**config.mk**
```make
export PLATFORM = sky130hd
export DESIGN_NAME = mult_div_unit
export DESIGN_NICKNAME = d
export VERILOG_FILES = /design/src/rtl/mult_div_unit.sv
export SDC_FILE = /design/constraint.sdc
export NUM_CORES = 1
export LEC_CHECK = 0
export ABC_AREA = 1
export CAP_MARGIN = 25
export CORE_MARGIN = 5
export CORE_UTILIZATION = 55
export DETAILED_ROUTE_END_ITERATION = 8
export DONT_BUFFER_PORTS = 1
export PLACE_DENSITY = 0.7
export RECOVER_POWER = 50
export SYNTH_ARGS = -nofsm -noshare
export SYNTH_HDL_FRONTEND = slang
export SYNTH_SLANG_ARGS = --single-unit
```
**constraint.sdc**
```tcl
create_clock -name clk -period 17.9 [get_ports clk]
set_input_delay 3.58 -clock clk [delete_from_list [all_inputs] [get_ports clk]]
set_output_delay 3.58 -clock clk [all_outputs]
set_load 0.02 [all_outputs]
```
**src/rtl/mult_div_unit.sv**
```systemverilog
// Iterative 32x32 multiply / divide unit (MULTU, MULT, DIVU, DIV) working on operand magnitudes.
// Latency: result and done pulse 32 edges after the accepting edge (1 edge for divide-by-zero).
// Backpressure: no queueing; start is sampled only in IDLE and ignored while busy is high.
module mult_div_unit #(
  parameter int DATA_W = 32
) (
  input  logic              clk,
  input  logic              rst,
  input  logic              start,
  input  logic [1:0]        op,
  input  logic [DATA_W-1:0] operandA,
  input  logic [DATA_W-1:0] operandB,
  output logic              busy,
  output logic              done,
  output logic [DATA_W-1:0] hi,
  output logic [DATA_W-1:0] lo,
  output logic              div_by_zero
);

  localparam int               CNT_W     = $clog2(DATA_W);
  localparam logic [CNT_W-1:0] LAST_STEP = CNT_W'(DATA_W - 1);

  typedef enum logic [1:0] {
    S_IDLE = 2'd0,
    S_RUN  = 2'd1,
    S_DONE = 2'd2
  } state_e;

  state_e state_q, state_d;

  // Control strobes from the FSM
  logic accept;       // IDLE edge that latches a new operation
  logic load_result;  // RUN -> DONE edge that writes hi/lo

  // Latched operation context
  logic              div_q,     div_d;      // 1: divide, 0: multiply
  logic              dz_q,      dz_d;       // divide with zero divisor pending
  logic              neg_res_q, neg_res_d;  // negate product / quotient at the end
  logic              neg_rem_q, neg_rem_d;  // negate remainder at the end
  logic [DATA_W-1:0] a_q,       a_d;        // raw dividend, returned as hi on divide-by-zero
  logic [CNT_W-1:0]  cnt_q,     cnt_d;

  // Multiply datapath: 64-bit accumulator, left-shifting multiplicand, right-shifting multiplier
  logic [2*DATA_W-1:0] acc_q,    acc_d;
  logic [2*DATA_W-1:0] mcand_q,  mcand_d;
  logic [DATA_W-1:0]   mplier_q, mplier_d;

  // Divide datapath: 33-bit partial remainder, dividend/quotient shift register, divisor
  logic [DATA_W:0]     rem_q,  rem_d;
  logic [DATA_W-1:0]   quo_q,  quo_d;
  logic [DATA_W-1:0]   dvsr_q, dvsr_d;

  // Result registers
  logic [DATA_W-1:0] hi_q,  hi_d;
  logic [DATA_W-1:0] lo_q,  lo_d;
  logic              dbz_q, dbz_d;

  // Operand magnitudes for the signed ops (op[0] = signed)
  logic              a_neg_in, b_neg_in;
  logic [DATA_W-1:0] a_mag, b_mag;

  assign a_neg_in = op[0] & operandA[DATA_W-1];
  assign b_neg_in = op[0] & operandB[DATA_W-1];
  assign a_mag    = a_neg_in ? -operandA : operandA;
  assign b_mag    = b_neg_in ? -operandB : operandB;

  // One iteration of each datapath, also used directly for the final result load
  logic [2*DATA_W-1:0] acc_step;
  logic [DATA_W+1:0]   div_shift;
  logic [DATA_W:0]     div_diff;
  logic                div_ge;
  logic [DATA_W:0]     rem_step;
  logic [DATA_W-1:0]   quo_step;

  assign acc_step  = acc_q + (mplier_q[0] ? mcand_q : '0);
  assign div_shift = {rem_q, quo_q[DATA_W-1]};
  assign div_ge    = (div_shift >= {2'b00, dvsr_q});
  assign div_diff  = div_shift[DATA_W:0] - {1'b0, dvsr_q};
  assign rem_step  = div_ge ? div_diff : div_shift[DATA_W:0];
  assign quo_step  = {quo_q[DATA_W-2:0], div_ge};

  // FSM next state and control outputs
  always_comb begin
    state_d     = state_q;
    accept      = 1'b0;
    load_result = 1'b0;
    busy        = 1'b0;
    done        = 1'b0;
    case (state_q)
      S_IDLE: begin
        if (start) begin
          accept  = 1'b1;
          state_d = S_RUN;
        end
      end
      S_RUN: begin
        busy = 1'b1;
        // A zero divisor skips the iteration loop entirely
        if (dz_q || (cnt_q == LAST_STEP)) begin
          load_result = 1'b1;
          state_d     = S_DONE;
        end
      end
      S_DONE: begin
        busy    = 1'b1;
        done    = 1'b1;
        state_d = S_IDLE;
      end
      default: state_d = S_IDLE;
    endcase
  end

  // Datapath next state: latch on accept, iterate in RUN, fix signs on the final load
  always_comb begin
    div_d     = div_q;
    dz_d      = dz_q;
    neg_res_d = neg_res_q;
    neg_rem_d = neg_rem_q;
    a_d       = a_q;
    cnt_d     = cnt_q;
    acc_d     = acc_q;
    mcand_d   = mcand_q;
    mplier_d  = mplier_q;
    rem_d     = rem_q;
    quo_d     = quo_q;
    dvsr_d    = dvsr_q;
    hi_d      = hi_q;
    lo_d      = lo_q;
    dbz_d     = dbz_q;

    if (accept) begin
      div_d     = op[1];
      dz_d      = op[1] & (operandB == '0);
      neg_res_d = a_neg_in ^ b_neg_in;
      neg_rem_d = a_neg_in;
      a_d       = operandA;
      cnt_d     = '0;
      acc_d     = '0;
      mcand_d   = {{DATA_W{1'b0}}, a_mag};
      mplier_d  = b_mag;
      rem_d     = '0;
      quo_d     = a_mag;
      dvsr_d    = b_mag;
    end else if ((state_q == S_RUN) && !dz_q) begin
      cnt_d = cnt_q + CNT_W'(1);
      if (div_q) begin
        rem_d = rem_step;
        quo_d = quo_step;
      end else begin
        acc_d    = acc_step;
        mcand_d  = mcand_q << 1;
        mplier_d = mplier_q >> 1;
      end
    end

    if (load_result) begin
      dbz_d = dz_q;
      if (dz_q) begin
        hi_d = a_q;
        lo_d = '1;
      end else if (div_q) begin
        hi_d = neg_rem_q ? -rem_step[DATA_W-1:0] : rem_step[DATA_W-1:0];
        lo_d = neg_res_q ? -quo_step : quo_step;
      end else begin
        {hi_d, lo_d} = neg_res_q ? -acc_step : acc_step;
      end
    end
  end

  // FSM state register
  always_ff @(posedge clk or posedge rst) begin
    if (rst) begin
      state_q <= S_IDLE;
    end else begin
      state_q <= state_d;
    end
  end

  // Datapath and result registers
  always_ff @(posedge clk or posedge rst) begin
    if (rst) begin
      div_q     <= 1'b0;
      dz_q      <= 1'b0;
      neg_res_q <= 1'b0;
      neg_rem_q <= 1'b0;
      a_q       <= '0;
      cnt_q     <= '0;
      acc_q     <= '0;
      mcand_q   <= '0;
      mplier_q  <= '0;
      rem_q     <= '0;
      quo_q     <= '0;
      dvsr_q    <= '0;
      hi_q      <= '0;
      lo_q      <= '0;
      dbz_q     <= 1'b0;
    end else begin
      div_q     <= div_d;
      dz_q      <= dz_d;
      neg_res_q <= neg_res_d;
      neg_rem_q <= neg_rem_d;
      a_q       <= a_d;
      cnt_q     <= cnt_d;
      acc_q     <= acc_d;
      mcand_q   <= mcand_d;
      mplier_q  <= mplier_d;
      rem_q     <= rem_d;
      quo_q     <= quo_d;
      dvsr_q    <= dvsr_d;
      hi_q      <= hi_d;
      lo_q      <= lo_d;
      dbz_q     <= dbz_d;
    end
  end

  assign hi          = hi_q;
  assign lo          = lo_q;
  // The flag register holds its value; it is only presented during the DONE cycle
  assign div_by_zero = dbz_q & (state_q == S_DONE);

endmodule

```
* Word-level counts from Yosys, hierarchy flattened
Cells that the tools add are included.
** Storage, ports and cells
- Flip-flop bits (word level) :: 365
- Output and inout bits :: 67
- Bits of input ports :: 69
** Cells by class
- Equality and inequality tests :: 6
- Reduce and logical (&&, ||, !) cells :: 11
- $lt $le $gt $ge :: 1
- Bitwise logic cells :: 5
- Muxes and demuxes :: 37
- $add $sub $neg :: 8
** Operators with widths (count)
- $mux W64 :: 8
- $mux W32 :: 14
- $mux W33 :: 4
- $neg A32 Y32 :: 4
- $add A64 B64 Y64 :: 1
- $neg A64 Y64 :: 1
- $ge A34 B32 Y1 :: 1
- $sub A33 B32 Y33 :: 1
- $logic_not A32 Y1 :: 1
- $mux W5 :: 2
- $mux W1 :: 6
- $ne A2 B2 Y1 const B :: 3
- $reduce_and A2 Y1 :: 3
- $add A5 B1 Y5 const B :: 1
- $eq A5 B5 Y1 const B :: 1
- $and A1 B1 Y1 :: 4
- $mux W2 :: 2
- $pmux W2 S2 :: 1
- $reduce_bool A2 Y1 :: 2
- $eq A2 B1 Y1 const B :: 1
- $eq A2 B2 Y1 const B :: 1
- $logic_not A2 Y1 :: 1
- $reduce_or A2 Y1 :: 1
- $logic_and A1 B1 Y1 :: 1
- 3 further kinds :: 3

* Depth between registers and ports, before layout
- Depth after elaboration :: 6
- Gate-level depth with buffers :: 30
- Depth with buffers taken out :: 29

* Worst setup path before layout
Ideal clock, no wire load.
- Kind :: in2reg
- From :: input operandB[1]
- To :: register mplier_q[30]
- Slack :: 12.202 ns
- Buffers on the path :: 0
- Library setup time :: 0.142 ns
- Arrival :: 5.556 ns
- Cell stages on the path :: 17
- Path through :: inv_1 ha_1 inv_1 nor3_1 nand2_1 nor3_1 nand2_1 nor3_1 nand4_1 nor2_1 nand2_1 nor2_1 nand3_1 nand2_1 o211ai_1 nand3_1 o221ai_1
** On the way
- Longest elaborated chain between the ends :: 3
** RTL lines
- start: declaration :: line 12 : input logic [DATA_W-1:0] operandB,
- $neg A32 Y32 :: line 65 : assign b_mag = b_neg_in ? -operandB : operandB;
- $mux W32 :: line 65
- $mux W32 :: line 131 : if (accept) begin
- end signal: assignment :: line 206 : mplier_q <= mplier_d;
- end: declaration :: line 46 : logic [DATA_W-1:0] mplier_q, mplier_d;
Every way passes these cells.
A chain may end at the register's enable or synchronous reset.

* Final worst setup path
- From :: input start
- To :: register quo_q[1]
** On the way
- Longest elaborated chain between the ends :: 4
- Elaborated cells between the ends (all ways) :: 6
- Those cells by class :: mux: 3; reduce/logical: 3
** RTL lines
- start: declaration :: line 9 : input logic start,
- $mux W1 (*) :: line 91 : if (start) begin
- $mux W1 (*) :: line 89 : case (state_q)
- $reduce_bool A2 Y1 (no source line)
- $reduce_and A2 Y1 (no source line)
- end signal: assignment :: line 208 : quo_q <= quo_d;
- end: declaration :: line 50 : logic [DATA_W-1:0] quo_q, quo_d;
Every way passes the cells marked *; elsewhere a longest branch is shown, timed or not.

==> impl_metrics.tcl <==
set metrics [dict create \
    outcome "finished, violations left" \
    violations "max-capacitance violations, max-slew violations" \
    io_pins 136 \
    hold_viol_final 0 \
    antenna_found_initial 0 \
    vias_per_cell 5.72 \
    dp_hpwl_um 85000 \
    slowest_delay_ps 2880 \
    synth_area_leaders "dfrtp_1, nand2_1, inv_1" \
    area_delta_synth_final_pct 6.44 \
    synthArstFlopShare 1.00 \
    fin_ws_ps 9480 \
    die_x_um 242 \
    syn_nets 4934 \
    grt_pass1_vias 28587 \
    crit_path_start_kind "input port" \
    ir_drop_uv 125 \
    critical_path_class "in -> reg" \
    critical_path_arrival_ps 8920 \
    setup_tns_ps 0 \
    cts_max_level 2 \
    insertion_delay_ps 620 \
    maxCapViolCount 4 \
    antenna_cells 0 \
    syn_area_um2 29600 \
    grt_pass1_wl_um 165000 \
    io_buffers 0 \
    utilization 0.589 \
    start_util 0.553 \
    multi_input_area_um2 16800 \
    syn-instance-count 4757 \
    cts_tree "done" \
    drc 0 \
    power_mw 7.20 \
    post_drt_wl_per_cell_um 19.9 \
    grt-ovfl-total 0 \
    die_area_um2 58600 \
    ys_ff_latch 365 \
    seq_area_frac_synth 0.308 \
    finalWirelength_um 108000 \
    drt-pass1-iter-count 6 \
    max_freq_mhz 119 \
    tightest_slew_ps 5840 \
    crit_fanout 95 \
    end_kind "flop" \
    postCtsSetupRepairBufs 0 \
    synth_common_cells "nand2_1, inv_1, nor2_1" \
    synthDistinctLibCells 57 \
    fp.coreArea_um2 53600 \
    final_nets 4862 \
    slew_headroom -2.91 \
    placementRows 85 \
    drt_iter0_markers 3565 \
    rsz0062_at_grt "no" \
    leakagePower_nw 17.2 \
    yosysWarnings 0 \
    gp_routability_congestion 1.01 \
    slowest_stage "clkbuf_1" \
    track_usage 0.356 \
    regArea_um2 9140 \
    post-place-ws_ps 10670 \
    vias 30987 \
    clk_pin_slew_ps 70 \
    synth-main-ff-cell "dfrtp_1" \
    nFillCells 5422 \
    clock-sinks 365 \
    period_share 0.470 \
    yosys.area.top_type "dfrtp_1" \
    maxSlewViolCount 316 \
    yosysMostFrequentCell "nand2_1" \
    hold_buffers 0 \
    min_path_type "reg -> reg" \
    skew_ps 42.8 \
    drive_above_1_share 0.0509 \
    cts_made_buffers 42 \
    grt_max_degree 165 \
    postRouteAntennaNets 0 \
    critPathRequiredTime_ps 18400 \
    cts_max_path_buffers 3 \
    die_h_um 242 \
    period_minus_slack_ps 8420 \
    cts_resized 0 \
    setup_viol 0 \
    crit_chain "nand2_1, clkbuf_1, nor2_1, o22ai_1, o21ai_0, nand2_1, o21ai_0" \
    syn_area_per_cell_um2 6.23 \
    synth_top_area_frac 0.308 \
    clock-root-buffer "clkbuf_16" \
    p_per_area_nw_per_um2 228 \
    synth-edff-count 0 \
]
critical path, delay by kind of cell:
kind,cells,cell delay [ps]
buf+inv,1,2880
simple gates,3,1650
compound gates,3,790
through the flow:
step / instances / cell area, um^2 / hold slack [ps]
6_report: 5414 / 31600 / 484
5_1_grt: 5414 / 31600 / 505
4_1_cts: 5414 / 31700 / 487
3_5_place_dp: 5337 / 30200 / 473
3_3_place_gp: 5336 / 30100 / 471
2_1_floorplan: 4757 / 29600 / 448
routing by layer:
metal  share of wire  up-vias  global-route usage
met4           0.053        0               0.158
li1                -    15057                   -
met1            0.42    14294               0.491
met3            0.10      233              0.0776
met5               0        -                   0
met2            0.43     1403               0.542
sequential cells by signal, summed over array words and instances, names as in the netlist:
register,flops
dbz_q,1
mcand_q,64
div_q,1
acc_q,64
state_q,2
neg_rem_q,1
quo_q,32
cnt_q,5
dvsr_q,32
dz_q,1
neg_res_q,1
rem_q,33
hi,32
mplier_q,32
a_q,32
lo,32
cell usage in the layout (no fill, tap or decap), types with 8 or more instances in the layout:
cell	count
nand2_1	1493
inv_1	799
nor2_1	416
nand3_1	373
dfrtp_1	363
o21ai_0	340
a21oi_1	218
ha_1	106
o221ai_1	51
nand4_1	44
clkbuf_16	42
o22ai_1	41
nand2_2	38
nor3_1	37
a22oi_1	37
nor2_2	29
a31oi_1	24
o21bai_1	23
nand3_2	22
nand3b_1	20
o211ai_1	20
buf_4	18
xor2_1	16
inv_2	13
nor2_4	12
o21ai_1	11
clkbuf_1	11
clkinv_2	8
report_power, final:
part | internal (mW) | leakage, nW | switching (mW)
Combinational | 1.37 | 11.9 | 3.28
Clock | 0.552 | 0.728 | 0.392
Sequential | 1.19 | 4.58 | 0.412
cell families (layout without fill, tap and decap cells):
logic type	after synthesis	count (layout)	synth area share
AO/OA/AOI/OAI	796	796	0.155
adder cells (fa/ha/maj)	108	108	0.0461
XOR/XNOR	19	19	0.00587
flip-flops	365	365	0.308
AND/OR/NAND/NOR	2511	2511	0.361
buffers and inverters	958	919	0.124
layout make-up:
class	instances	share of cell area
Timing Repair Buffer	23	0.00615
Inverter	819	0.0975
Clock inverter	21	0.0105
Multi-Input combinational cell	3434	0.532
Clock buffer	56	0.0369
Tap cell	696	0.0276
Sequential cell	365	0.290
path summary, 6_finish.rpt:
kind	start	end	slack, ps	cells past startpoint
min in group asynchronous	rst	rem_q[1]	4670	1
setup reg to reg	dvsr_q[25]	lo[28]	9980	26
hold reg to reg	mplier_q[1]	mplier_q[0]	480	2
setup / recovery	start	quo_q[1]	9480	7
max in group asynchronous	rst	acc_q[36]	10530	2
hold / removal	mplier_q[1]	mplier_q[0]	480	2
No activity file was read; power rests on OpenSTA's default activity.
